--- config.mk ---
export PLATFORM = sky130hd
export DESIGN_NAME = tqvp_peri_fabric
export DESIGN_NICKNAME = d
export VERILOG_FILES = /design/src/rtl/tqvp_peri_fabric.sv
export SDC_FILE = /design/constraint.sdc
export NUM_CORES = 1
export LEC_CHECK = 0
export BUFFER_PORTS_ARGS = -buffer_cell sky130_fd_sc_hd__buf_2
export CAP_MARGIN = 20
export CORE_MARGIN = 2
export CORE_UTILIZATION = 43
export CTS_CLUSTER_SIZE = 12
export DETAILED_ROUTE_END_ITERATION = 16
export PLACE_DENSITY = 0.78
export SLEW_MARGIN = 0
export SYNTH_ARGS = -nofsm -noshare
export SYNTH_HDL_FRONTEND = slang
export SYNTH_SLANG_ARGS = --single-unit
--- constraint.sdc ---
create_clock -name clk -period 3.6 [get_ports clk]
set_input_delay 0.36 -clock clk [delete_from_list [all_inputs] [get_ports clk]]
set_output_delay 0.36 -clock clk [all_outputs]
set_load 0.02 [all_outputs]
--- src/rtl/tqvp_peri_fabric.sv ---
// tqvp_peri_fabric: tinyQV peripheral interconnect. It decodes 64-byte slots
// and holds read data until the core completes the read. It also contains
// the GPIO / pin-mux register bank.
// Slot 0 is unmapped, slot 1 is GPIO, and slots 2..NUM_PERI+1 are
// peripherals 0..NUM_PERI-1. Any other slot is unmapped.
// Optional read watchdog and sticky bus error: define PERI_FABRIC_TIMEOUT_EN.
// Ports:
//   clk, rst_n (sync, active-low)
//   addr_in, data_in, data_write_n, data_read_n, data_read_complete,
//   data_out, data_ready            : core peripheral bus
//   ui_in, uo_out                   : GPIO pins
//   peri_write_n, peri_read_n       : per-peripheral strobes
//   peri_data_out, peri_data_ready,
//   peri_uo_out                     : per-peripheral data, ready and pins
//   err_irq                         : sticky bus-error interrupt
module tqvp_peri_fabric #(
    parameter int NUM_PERI       = 4,
    parameter int NUM_PINS       = 8,
    parameter int FSEL_W         = 5,
    parameter int TIMEOUT_CYCLES = 255
) (
    input  logic                         clk,
    input  logic                         rst_n,
    input  logic [10:0]                  addr_in,
    input  logic [31:0]                  data_in,
    input  logic [1:0]                   data_write_n,
    input  logic [1:0]                   data_read_n,
    input  logic                         data_read_complete,
    output logic [31:0]                  data_out,
    output logic                         data_ready,
    input  logic [NUM_PINS-1:0]          ui_in,
    output logic [NUM_PINS-1:0]          uo_out,
    output logic [2*NUM_PERI-1:0]        peri_write_n,
    output logic [2*NUM_PERI-1:0]        peri_read_n,
    input  logic [32*NUM_PERI-1:0]       peri_data_out,
    input  logic [NUM_PERI-1:0]          peri_data_ready,
    input  logic [NUM_PINS*NUM_PERI-1:0] peri_uo_out,
    output logic                         err_irq
);

    logic [4:0] slot;
    logic [5:0] offset;
    logic       write_req;
    logic       read_req;
    logic       is_gpio;
    logic       is_peri;
    logic       gpio_we;
    int         pidx;

    assign slot      = addr_in[10:6];
    assign offset    = addr_in[5:0];
    assign write_req = (data_write_n != 2'b11);
    assign read_req  = (data_read_n != 2'b11);
    assign is_gpio   = (slot == 5'd1);
    assign pidx      = int'(slot) - 2;
    assign is_peri   = (pidx >= 0) && (pidx < NUM_PERI);
    assign gpio_we   = write_req && is_gpio;

    logic [31:0]                    data_q, data_d;
    logic                           data_ready_q, data_ready_d;
    logic                           hold_q, hold_d;
    logic [NUM_PINS-1:0]            out_q, out_d;
    logic [NUM_PINS-1:0][FSEL_W-1:0] fsel_q, fsel_d;

    logic        base_ready;
    logic        sel_ready;
    logic [31:0] sel_data;
    logic [31:0] rdata;
    logic [31:0] gpio_rdata;
    logic        timeout;
    logic        err_bit;

    // Strobes reach only the selected peripheral.
    // The read strobe is masked in the response cycle, so each transfer
    // produces exactly one peripheral read.
    always_comb begin
        peri_write_n = '1;
        peri_read_n  = '1;
        if (is_peri) begin
            peri_write_n[2*pidx +: 2] = data_write_n;
            peri_read_n[2*pidx +: 2]  = data_read_n | {2{data_ready_q}};
        end
    end

    always_comb begin
        gpio_rdata = '0;
        if (offset[5]) begin
            for (int k = 0; k < NUM_PINS; k++) begin
                if (offset[4:2] == 3'(k)) begin
                    gpio_rdata[FSEL_W-1:0] = fsel_q[k];
                end
            end
        end else begin
            case (offset[4:2])
                3'd0:    gpio_rdata[NUM_PINS-1:0] = out_q;
                3'd1:    gpio_rdata[NUM_PINS-1:0] = ui_in;
                3'd5:    gpio_rdata[0] = err_bit;
                default: gpio_rdata = '0;
            endcase
        end
    end

    always_comb begin
        base_ready = 1'b1;
        sel_data   = '0;
        if (is_gpio) begin
            sel_data = gpio_rdata;
        end else if (is_peri) begin
            base_ready = peri_data_ready[pidx];
            sel_data   = peri_data_out[32*pidx +: 32];
        end
    end

    assign sel_ready = base_ready | timeout;
    assign rdata     = timeout ? (32'hBADB_0000 | {21'b0, addr_in})
                               : sel_data;

    // Capture wins over a completion arriving in the same cycle.
    always_comb begin
        data_ready_d = read_req & sel_ready;
        hold_d       = hold_q & ~data_read_complete;
        data_d       = data_q;
        if (read_req && sel_ready && !hold_q) begin
            data_d = rdata;
            hold_d = 1'b1;
        end
    end

    // SET/CLR/TGL operate on the current OUT value.
    always_comb begin
        out_d  = out_q;
        fsel_d = fsel_q;
        if (gpio_we) begin
            if (offset[5]) begin
                for (int k = 0; k < NUM_PINS; k++) begin
                    if (offset[4:2] == 3'(k)) begin
                        fsel_d[k] = data_in[FSEL_W-1:0];
                    end
                end
            end else begin
                case (offset[4:2])
                    3'd0:    out_d = data_in[NUM_PINS-1:0];
                    3'd2:    out_d = out_q | data_in[NUM_PINS-1:0];
                    3'd3:    out_d = out_q & ~data_in[NUM_PINS-1:0];
                    3'd4:    out_d = out_q ^ data_in[NUM_PINS-1:0];
                    default: out_d = out_q;
                endcase
            end
        end
    end

    always_ff @(posedge clk) begin
        if (!rst_n) begin
            data_q       <= '0;
            data_ready_q <= 1'b0;
            hold_q       <= 1'b0;
            out_q        <= '0;
            for (int k = 0; k < NUM_PINS; k++) begin
                fsel_q[k] <= (k < 2) ? FSEL_W'(2) : FSEL_W'(1);
            end
        end else begin
            data_q       <= data_d;
            data_ready_q <= data_ready_d;
            hold_q       <= hold_d;
            out_q        <= out_d;
            fsel_q       <= fsel_d;
        end
    end

    always_comb begin
        int v;
        v      = 0;
        uo_out = '0;
        for (int k = 0; k < NUM_PINS; k++) begin
            v = int'(fsel_q[k]);
            if (v == 1) begin
                uo_out[k] = out_q[k];
            end else if (v >= 2 && v <= NUM_PERI + 1) begin
                uo_out[k] = peri_uo_out[(v-2)*NUM_PINS + k];
            end
        end
    end

    assign data_out   = data_q;
    assign data_ready = write_req | data_ready_q;

`ifdef PERI_FABRIC_TIMEOUT_EN
    logic [15:0] cnt_q, cnt_d;
    logic [4:0]  slot_q;
    logic        rd_q;
    logic        err_q, err_d;

    assign timeout = read_req && !base_ready
                     && (cnt_q == 16'(TIMEOUT_CYCLES - 1));

    // A slot change only restarts the count while a read is in flight.
    always_comb begin
        cnt_d = cnt_q + 16'd1;
        if (!read_req || base_ready || timeout
            || (rd_q && slot != slot_q)) begin
            cnt_d = '0;
        end
        err_d = err_q;
        if (gpio_we && offset[5:2] == 4'd5 && data_in[0]) begin
            err_d = 1'b0;
        end
        if (timeout) begin
            err_d = 1'b1;
        end
    end

    always_ff @(posedge clk) begin
        if (!rst_n) begin
            cnt_q  <= '0;
            slot_q <= '0;
            rd_q   <= 1'b0;
            err_q  <= 1'b0;
        end else begin
            cnt_q  <= cnt_d;
            slot_q <= slot;
            rd_q   <= read_req;
            err_q  <= err_d;
        end
    end

    assign err_bit = err_q;
    assign err_irq = err_q;
`else
    logic [15:0] unused_timeout;

    assign unused_timeout = 16'(TIMEOUT_CYCLES);
    assign timeout        = 1'b0;
    assign err_bit        = 1'b0;
    assign err_irq        = 1'b0;
`endif

    logic unused_ok;

    assign unused_ok = &{1'b0, data_in, addr_in[1:0]};

endmodule

# After elaboration in Yosys (flattened, before gate mapping)
# Cells that the tools add are included.
classes:
  n_addsub: 17
  magnitude_cmp: 27
  n_eq_ne: 18
  shift: 4
  muxes: 63
  bitwise_logic: 13
  n_reduce_logical: 24
ops:
  columns: ["operator", "count"]
  rows:
  - ["128-bit by 11-bit indexed part select with 32-bit output", 1]
  - ["10-bit by 7-bit less-than comparator with 1-bit output (second input constant)", 7]
  - ["2-bit by 33-bit indexed part select with 8-bit output", 2]
  - ["32-bit two-way mux", 2]
  - ["5-bit by 2-bit subtractor with 6-bit output (second input constant)", 9]
  - ["5-bit two-way mux", 9]
  - ["9-bit by 4-bit adder with 10-bit output (second input constant)", 4]
  - ["5-bit by 2-bit equality test with 1-bit output (second input constant)", 8]
  - ["5-bit by 2-bit >= comparator with 1-bit output (second input constant)", 8]
  - ["5-bit by 3-bit less-or-equal comparator with 1-bit output (second input constant)", 8]
  - ["1-bit two-way mux", 37]
  - ["1-bit binary-select mux with 5-bit select", 7]
  - ["7-bit negator with 33-bit output", 1]
  - ["2-bit by 33-bit variable shift with 8-bit output (first input constant)", 1]
  - ["8-bit one-hot mux with 4 select lines", 1]
  - ["3-bit AND reduction", 9]
  - ["8-bit OR", 3]
  - ["9-bit by 3-bit adder with 10-bit output (second input constant)", 2]
  - ["8-bit two-way mux", 2]
  - ["8-bit inverter", 2]
  - ["7-bit one-hot mux with 2 select lines", 1]
  - ["3-bit equality test (second input constant)", 4]
  - ["1-bit logical AND", 12]
  - ["6-bit by 4-bit less-than comparator with 1-bit output (second input constant)", 2]
  - ["other kinds (19)", 24]
word_totals:
  regBits: 82
  inputBits: 222
  word_cells: 178

# Logic depth before layout (Yosys ltp)
# Gate-level depths: netlist of run 1.
logic_depth:
  word_depth: 11
  depth_mapped: 15

# Worst setup path after synthesis of run 1
# OpenSTA, ideal clock, no wires.
synth_path:
  path_type: "input to output"
  startpoint: "in addr_in[7]"
  endpoint: "out peri_write_n[1]"
  t_arrival_ps: 3647
  required_ps: 3240
  path_slack_ps: -407
  cell_stages: 14
  path_buffers: 4
  cell_sequence: "buf_6 > clkbuf_1 > inv_1 > ha_1 > xnor2_1 > buf_4 > nand3_1 > ha_1 > or4b_1 > nor3_1 > and4_1 > o21ai_2 > buf_6 > or4_1"
synth_between:
  elab_chain_len: 6
  elab_cells_between_ends: 10
  classes_between: "add/sub: 2; order compare: 2; shift: 2; mux: 1; bitwise: 2; reduce/logical: 1"
synth_lines:
  columns: ["element", "line_no", "text"]
  rows:
  - ["from (decl)", "24", "input logic [10:0] addr_in,"]
  - ["5-bit by 2-bit subtractor with 6-bit output *", "55", "assign pidx = int'(slot) - 2;"]
  - ["7-bit negator with 33-bit output", "80", "peri_write_n[2*pidx +: 2] = data_write_n;"]
  - ["2-bit by 33-bit variable shift with 8-bit output", "80", null]
  - ["8-bit inverter (no source line)", null, null]
  - ["8-bit OR (no source line)", null, null]
  - ["8-bit two-way mux *", "79", "if (is_peri) begin"]
  - ["to (decl)", "33", "output logic [2*NUM_PERI-1:0] peri_write_n,"]
# Mark *: on every way between the ends. The rest lies on a longest branch, timed or not.

# Worst setup path in the final report of run 1
layout_path:
  startpoint: "in addr_in[8]"
  endpoint: "out peri_write_n[3]"
# Same word-level chain as after synthesis.

==> flow_summary.toml, run 1 <==
[status]
status = "finished, final reports clean"

[cells_and_area]
multi_input_area_mm2 = 0.00400
fill_cells = 1158
register_area_mm2 = 0.00164
area_growth_pct = 34.6
final_nets = 1152
drive_gt1_share_pct = 41.0

[power]
p_sw_share_pct = 26.5
clkPwrFrac_pct = 42.1
vdd.ir_drop.worst_mv = 0.248
p_leak_uw = 0.00346
combPwrFrac_pct = 20.8
seqPwrFrac_pct = 37.1
total_power_uw = 2510
p_sw_uw = 667
p_int_uw = 1850
power_density_mw_per_mm2 = 319

[timing]
drv_slew = 0
tightest_slew_ns = 0.974
setup_violations = 0
holdWs_ns = 0.330
rsz0062_at_grt = "true"
hold_viol_final = 0
finClkSkew_ns = 0.00676
fmax_mhz = 279
timing.final.crit_share_pct = 99.6
relSlewSlack_pct = 35.0
period_needed_ns = 3.59
worst_slack_ns = 0.0142

[cts]
cts_root_buffer = "clkbuf_16"
cts_tree = "done"
h-tree-depth = 3
clk_pin_slew_ns = 0.06
clk-insertion-delay-late_ns = 0.34
cts_buffer_depth = 2
cts_buffers = 9
cts_num_sinks = 82
cts_hold_buf = 0

[yosys]
synth_edf_count = 0
synth_top_area_share_pct = 28.1
syn_inst = 659
ys_warn_count = 0
yosysMostFrequentCell = "dfxtp_1"
ys_top_cells_by_area = "dfxtp_1 (28%), mux4_2 (13%), mux2i_1 (6.9%)"
synth-main-ff-cell = "dfxtp_1"
avgSynthCellArea_um2 = 8.87
ys_seq_area_share_pct = 28.1
syn_area_mm2 = 0.00584
ys_ff_latch = 82
synth.distinct_cells = 66
synthesis.nets = 908
async_flop_share_pct = 0
synthTopCellsByCount = "dfxtp_1 (82), nor2_1 (71), nand2_1 (45)"
post-synth-top-area-cell = "dfxtp_1"

[die]
start_util_pct = 44.1
die_y_um = 121
die_x_um = 121
ios = 280
core_area_mm2 = 0.0132
rows = 42
dieArea_mm2 = 0.0145

[worst_setup_path]
worstPathArrival_ns = 3.23
crit_path_start_kind = "input port"
r2r_slack_ns = 1.84
r2r-end = "data_out[15]"
r2r_cells = 4
crit_type = "input port to primary output"
crit-reg2reg-launch = "hold_q"
cp_max_fo = 7
critPathCaptureType = "primary output"
cp.required_ns = 3.24

[placed_design]
port_buffers = 252
dp_slack_ns = -0.130
post-dp-hpwl_um = 15300
gp_congestion = 0.908

[run]
drv_cap = 0

[min_path]
min_from = "data_read_complete"
min_delay_path_depth = 3
hold_class = "input port to register"
whs_endpoint = "hold_q"

[routing]
firstDrtPassIters = 5
vias_per_cell = 5.79
antenna_left = 0
wl_um = 20400
wl_per_cell_um = 18.8
vias = 6285
route.detailed.drc = 0
drtIter0Drc = 571

[global_route]
antenna_found_initial = 1
grt-ovfl-total = 0
grt_pass1_vias = 5695
grt_max_degree = 49
grt_pass1_wl_um = 30100
grt_use_total_pct = 26.5
## power by group through the flow
stage	logic, uW	registers [uW]	clock network (uW)
after CTS	500	932	1060
after global routing	561	933	1110
after global placement	482	951	0
final	524	932	1060
after floorplan	276	965	0
after detailed placement	491	952	0
## cell families after synthesis
family	count (synthesis)	synth area share (%)
AOI/OAI and AO/OA	158	18.6
and+or+nand+nor	218	19.2
adders and majority gates	27	5.78
muxes	80	21.1
buffers and inverters	88	6.44
other	1	0.0642
xor gates and xnor gates	5	0.749
DFF	82	28.1
## area by class of cell
type | count | area share, %
Multi-Input combinational cell | 490 | 50.8
Clock inverter | 5 | 1.30
Tap cell | 176 | 2.80
Timing Repair Buffer | 279 | 19.3
Inverter | 41 | 1.96
Antenna cell | 1 | 0.0318
Sequential cell | 82 | 20.9
Clock buffer | 11 | 2.96
## per-layer routing
metal,up-vias,part of all wire [%],track usage [%],routed length (um)
met5,-,0.069,0,14
met4,2,2.5,9.52,500
met3,40,7.9,4.01,1600
met2,287,46,39.9,9310
met1,3008,44,38.4,8930
li1,2948,-,-,-
## metrics by stage
stage,instances,instance area [um^2],utilization (%),TNS [ns]
floorplan,659,5890,-,0
global placement,1064,7320,55.3,-0.257
detailed placement,1064,7320,55.3,-1.68
CTS,1081,7700,58.1,0
global route,1084,7870,59.4,-0.669
finish,1085,7870,59.4,0
## worst max-delay path by stage
stage | start | endpoint | slack (ns) | depth (start not counted)
CTS | addr_in[9] | peri_read_n[1] | 0.008 | 12
floorplan | addr_in[7] | peri_write_n[1] | 0.006 | 14
finish | addr_in[8] | peri_write_n[3] | 0.01 | 13
global placement | addr_in[7] | peri_read_n[3] | -0.03 | 12
detailed placement | addr_in[7] | peri_read_n[1] | -0.13 | 12
global route | addr_in[7] | peri_write_n[3] | -0.08 | 13
## placed cells by master, fill, tap and decap left out, types with 7 or more instances in the layout
cell	n
a21oi_1	35
a211oi_1	9
buf_2	245
a22o_1	24
nor3_1	18
nand2_1	45
o211ai_1	7
dfxtp_1	82
o21ai_0	32
buf_6	7
mux2i_1	40
nor2b_1	8
ha_1	25
o22ai_1	9
or4_4	7
buf_4	26
clkbuf_16	9
nor2_1	71
inv_1	41
nand3_1	17
mux4_2	34
## sequential cells by signal, indices dropped and copies added (netlist names)
register      flops
data_out         32
data_ready_q      1
fsel_q           40
hold_q            1
out_q             8
## critical path, stage by stage
cell,delay (ns)
buf_2,0.10
inv_1,0.08
ha_4,0.19
xnor2_4,0.25
buf_6,0.15
nand4_1,0.13
ha_1,0.35
nor4b_2,0.25
nand3_1,0.18
a211oi_4,0.30
o21ai_2,0.16
or4_4,0.53
buf_2,0.18
## repair_timing
action | 4_1_cts | 5_1_grt
buffers inserted | 1 | 2
resized for setup | 6 | 36
pin swaps | 2 | 6
setup endpoints to repair | 15 | 15
gates cloned | 0 | 1
Note: power is estimated with default switching activity, not from simulation.
==> inputs of run 2 (changes only) <==
--- a/config.mk
+++ b/config.mk
@@ -7,10 +7,12 @@
 export LEC_CHECK = 0
 export BUFFER_PORTS_ARGS = -buffer_cell sky130_fd_sc_hd__buf_2
 export CAP_MARGIN = 20
+export CORE_ASPECT_RATIO = 1.2
 export CORE_MARGIN = 2
 export CORE_UTILIZATION = 43
 export CTS_CLUSTER_SIZE = 12
 export DETAILED_ROUTE_END_ITERATION = 16
+export MAX_ROUTING_LAYER = met4
 export PLACE_DENSITY = 0.78
 export SLEW_MARGIN = 0
 export SYNTH_ARGS = -nofsm -noshare
==> run 2 against run 1 <==
  * The run now ends with setup timing left
  * Design area fell by 0.52%
  * Sequential power barely moved
  * Die area barely moved
  * Wire length rose by 7.1%
  * Clock skew rose by 0.0012 ns
  * Utilization fell by 0.29 points
  * Power rose by 1.5%
  * Non-clock buffer count fell by 6
  * Critical endpoint is now peri_write_n[6]
  * Largest power group unchanged
  * Highest routed layer is now met4
==> flow_summary.toml, run 2 (synthesized netlist as in run 1, its figures left out) <==
[status]
status = "complete, but fails checks"
failed_checks = "setup timing"

[power]
vdd.ir_drop.worst_mv = 0.198
power_density_mw_per_mm2 = 326
p_leak_uw = 0.00341

[cells_and_area]
stdcell_count = 1081
layout_common_cells = "buf_2 (246), dfxtp_1 (82), nor2_1 (71)"
drive_gt1_share_pct = 40.8
area_growth_pct = 33.9
largest_reg_flops = 40
layout_commonest_cell = "buf_2"
final_nets = 1146
largest-register = "fsel_q"
fin_area_mm2 = 0.00783

[timing]
relSlewSlack_pct = 33.1
finClkSkew_ns = 0.00796
timing.final.crit_share_pct = 101
drv_slew = 0
worst_slack_ns = -0.0478
setup_violations = 13
rsz0062_at_grt = "true"
fmax_mhz = 274
hold_viol_final = 0
tightest_slew_ns = 0.998
period_needed_ns = 3.65

[global_route]
antenna_found_initial = 9
grt_pass1_wl_um = 32200
grt_max_degree = 34
grt_pass1_vias = 6136
grt-ovfl-total = 0
grt_use_total_pct = 29.1

[worst_setup_path]
cp_max_fo = 6
crit_path_start_kind = "input port"
cp.required_ns = 3.24
critPathCaptureType = "primary output"
crit_type = "input port to primary output"
r2r_cells = 5
worstPathArrival_ns = 3.29

[cts]
cts_num_sinks = 82
cts_hold_buf = 0
h-tree-depth = 3
clk-insertion-delay-late_ns = 0.34
cts_root_buffer = "clkbuf_16"
cts_buffers = 9
cts_tree = "done"
clk_pin_slew_ns = 0.06
cts_buffer_depth = 2

[die]
ios = 280
core_area_mm2 = 0.0132
start_util_pct = 44.1
die_y_um = 132
rows = 46
die_x_um = 110
dieArea_mm2 = 0.0145

[placed_design]
place_inst = 1050
gp_congestion = 1.01
port_buffers = 252
post-dp-hpwl_um = 16700
post_dp_cell_area_mm2 = 0.00726

[routing]
route.detailed.drc = 0
drtIter0Drc = 556
vias = 6278
wl_per_cell_um = 20.2
wl_um = 21800
firstDrtPassIters = 7
vias_per_cell = 5.81
antenna_left = 0

[min_path]
hold_class = "input port to register"
min_delay_path_depth = 4

[run]
drv_cap = 0
run 2: cell type report:
cell class,instances,area (um^2)
clock inverters,6,114
flip-flops and latches,82,1640
repair buffers,273,1460
well taps,168,210
fillers,1178,5410
inverters,41,154
diodes,11,27.5
multi-input cells,490,3990
clock buffers,10,239
run 2: metal layers:
layer	vias to the layer above	wire length [um]	global-route usage, %
met5	-	0	-
met2	352	10600	48.0
met4	0	790	12.7
met3	50	2230	7.24
li1	2953	-	-
met1	2923	8200	33.5
run 2: per-stage QoR:
stage / hold slack [ns] / utilization [%] / setup TNS, ns / power [uW] / worst slack [ns]
6_report: 0.353 / 59.1 / -0.340 / 2550 / -0.0478
5_1_grt: 0.346 / 59.1 / -1.31 / 2630 / -0.111
4_1_cts: 0.328 / 57.9 / 0 / 2530 / 0.00589
3_5_place_dp: 0.461 / 54.9 / -0.566 / 1440 / -0.0493
3_3_place_gp: 0.460 / 54.9 / 0 / 1430 / 0.000220
2_1_floorplan: 0.467 / - / 0 / 1240 / 0.00624
run 2: critical path, cell delays in order:
cell and delay (ns):
buf_2 0.11, buf_6 0.12, o31a_1 0.25, nor2_1 0.10
buf_4 0.15, nand4_1 0.17, ha_1 0.36, nor4b_2 0.30
nand3_1 0.20, a211oi_4 0.31, o21ai_2 0.16, or4_4 0.54
buf_6 0.15
run 2: power breakdown:
group	leakage [uW]	switching [uW]	total [uW]	internal [uW]
Combinational	0.00258	278	520	242
Sequential	0.000663	10.3	933	922
Clock	0.000165	400	1100	698
Total	0.00341	688	2550	1860
run 2: final timing paths:
path                       start               to  slack, ns
setup / recovery      addr_in[8]  peri_write_n[6]      -0.05
hold / removal    data_read_n[0]     data_ready_q       0.35
setup reg to reg      fsel_q[10]      data_out[0]       1.86
hold reg to reg     data_out[24]     data_out[24]       0.48
run 2: repair_timing:
action,4_1_cts,5_1_grt
resized for setup,5,31
buffers inserted,1,2
cloned,0,1
endpoints found under the setup margin,15,15
pin swaps,3,2
==> inputs of run 3 (changes only) <==
--- a/config.mk
+++ b/config.mk
@@ -10,6 +10,7 @@
 export CORE_ASPECT_RATIO = 1.2
 export CORE_MARGIN = 2
 export CORE_UTILIZATION = 43
+export CTS_BUF_LIST = sky130_fd_sc_hd__clkbuf_16
 export CTS_CLUSTER_SIZE = 12
 export DETAILED_ROUTE_END_ITERATION = 16
 export MAX_ROUTING_LAYER = met4
==> run 3 against run 2 <==
  * Sequential share of layout area about the same
  * Fmax up 0.15%
  * Largest cell class unchanged
  * Wire length up 0.22%
  * The flow still finishes with violations (setup timing)
  * Clock power about the same
  * First-iteration DRC count down 2.9%
==> flow_summary.toml, run 3 (synthesized netlist as in run 1, its figures left out) <==
[die]
core_area_mm2 = 0.0132
die_x_um = 110
rows = 46
dieArea_mm2 = 0.0145
start_util_pct = 44.1
ios = 280
die_y_um = 132

[cts]
cts_tree = "done"
cts_buffer_depth = 2
clk-insertion-delay-late_ns = 0.34
clk_pin_slew_ns = 0.06
cts_hold_buf = 0
cts_root_buffer = "clkbuf_16"
cts_buffers = 9
h-tree-depth = 3
cts_num_sinks = 82

[routing]
route.detailed.drc = 0
wl_per_cell_um = 20.2
vias_per_cell = 5.81
firstDrtPassIters = 5
vias = 6288
antenna_left = 0
drtIter0Drc = 540
wl_um = 21800

[power]
power_density_mw_per_mm2 = 323
vdd.ir_drop.worst_mv = 0.198
p_leak_uw = 0.00340

[worst_setup_path]
cp_max_fo = 6
critical-path-top-delay-family = "simple AND/OR/NAND/NOR gates"
cp.required_ns = 3.24
path_buf_inv = 4
cp_cell_sequence = "buf_2 -> buf_6 -> o31a_1 -> nor2_1 -> buf_4 -> nand4_1 -> ha_1 -> nor4b_2 -> nand3_1 -> a211oi_4 -> o21ai_2 -> or4_4 -> buf_6"
cp_common_cell = "buf_6"
crit_type = "input port to primary output"
worstPathArrival_ns = 3.28
cp_slowest_stage_delay_ns = 0.54
crit_path_start_kind = "input port"
critPathSlowestCell = "or4_4"
critPathCaptureType = "primary output"

[placed_design]
post-dp-hpwl_um = 16700
port_buffers = 252
gp_congestion = 1.01
dp_slack_ns = -0.0493

[status]
status = "complete, but fails checks"
failed_checks = "setup timing"

[global_route]
grt_pass1_vias = 6133
grt_max_degree = 34
antenna_found_initial = 9
grt_pass1_wl_um = 32100
grt-ovfl-total = 0
grt_use_total_pct = 29.1

[cells_and_area]
drive_gt1_share_pct = 40.7
layout_common_cells = "buf_2 (246), dfxtp_1 (82), nor2_1 (71)"
area_growth_pct = 33.8
largest_reg_flops = 40
final_nets = 1146
layout_commonest_cell = "buf_2"
largest-register = "fsel_q"
fin_util_pct = 59.1

[timing]
tightest_slew_ns = 0.961
worst_slack_ns = -0.0423
finClkSkew_ns = 0.00776
setup_violations = 12
drv_slew = 0
relSlewSlack_pct = 35.6
timing.final.crit_share_pct = 101
hold_viol_final = 0
period_needed_ns = 3.64
fmax_mhz = 275
rsz0062_at_grt = "true"

[run]
drv_cap = 0

[min_path]
hold_class = "input port to register"
[run 3: changes by cell type in the layout (fill, tap and decap cells not counted)]
cell	before	now
clkinv_1	0	1
diode_2	11	12
clkbuf_8	1	0
[run 3: path summary, 6_finish.rpt]
path             startpoint  depth (start not counted)               to  slack [ns]
min          data_read_n[0]                          4     data_ready_q        0.35
min reg2reg    data_out[15]                          1     data_out[15]        0.48
max              addr_in[8]                         13  peri_write_n[6]       -0.04
max reg2reg      fsel_q[10]                          5      data_out[0]        1.86
[run 3: repair_timing]
action                                  in CTS  in global routing
pin swaps                                    3                  2
endpoints found under the setup margin      15                 15
resized for setup                            5                 31
setup buffers                                1                  2
gates cloned                                 0                  1
[run 3: tightest hold or removal path: cells and delay by family]
kind,cells,cell delay (ns)
and+or+nand+nor,3,0.17
buffers and inverters,1,0.12
[run 3: power breakdown]
part	switching [uW]	leakage, uW	internal [uW]	total (uW)
registers	10.2	0.000663	922	933
clock network	394	0.000159	677	1070
logic	279	0.00258	242	522
total	684	0.00340	1840	2530
[run 3: per-stage QoR]
step                instance area, um^2  power [uW]  TNS (ns)  hold WS, ns  cells
floorplan                          5890        1240         0        0.467    659
global placement                   7260        1430         0        0.460   1050
detailed placement                 7260        1440    -0.566        0.461   1050
CTS                                7650        2510         0        0.328   1067
global route                       7810        2610     -1.31        0.346   1078
finish                             7820        2530    -0.274        0.351   1082
[run 3: routing by layer]
layer / up-vias / global-route usage [%] / part of all wire, %
met1: 2960 / 33.6 / 38
met2: 327 / 47.9 / 48
met5: - / - / 0
met4: 0 / 12.7 / 3.4
li1: 2955 / - / -
met3: 46 / 7.24 / 10
[run 3: final cells by class]
class                           instances  area (um^2)
Antenna cell                           12         30.0
Timing Repair Buffer                  273         1460
Inverter                               41          154
Clock buffer                            9          225
Multi-Input combinational cell        490         3990
Fill cell                            1181         5420
Clock inverter                          7          118
Tap cell                              168          210
Sequential cell                        82         1640
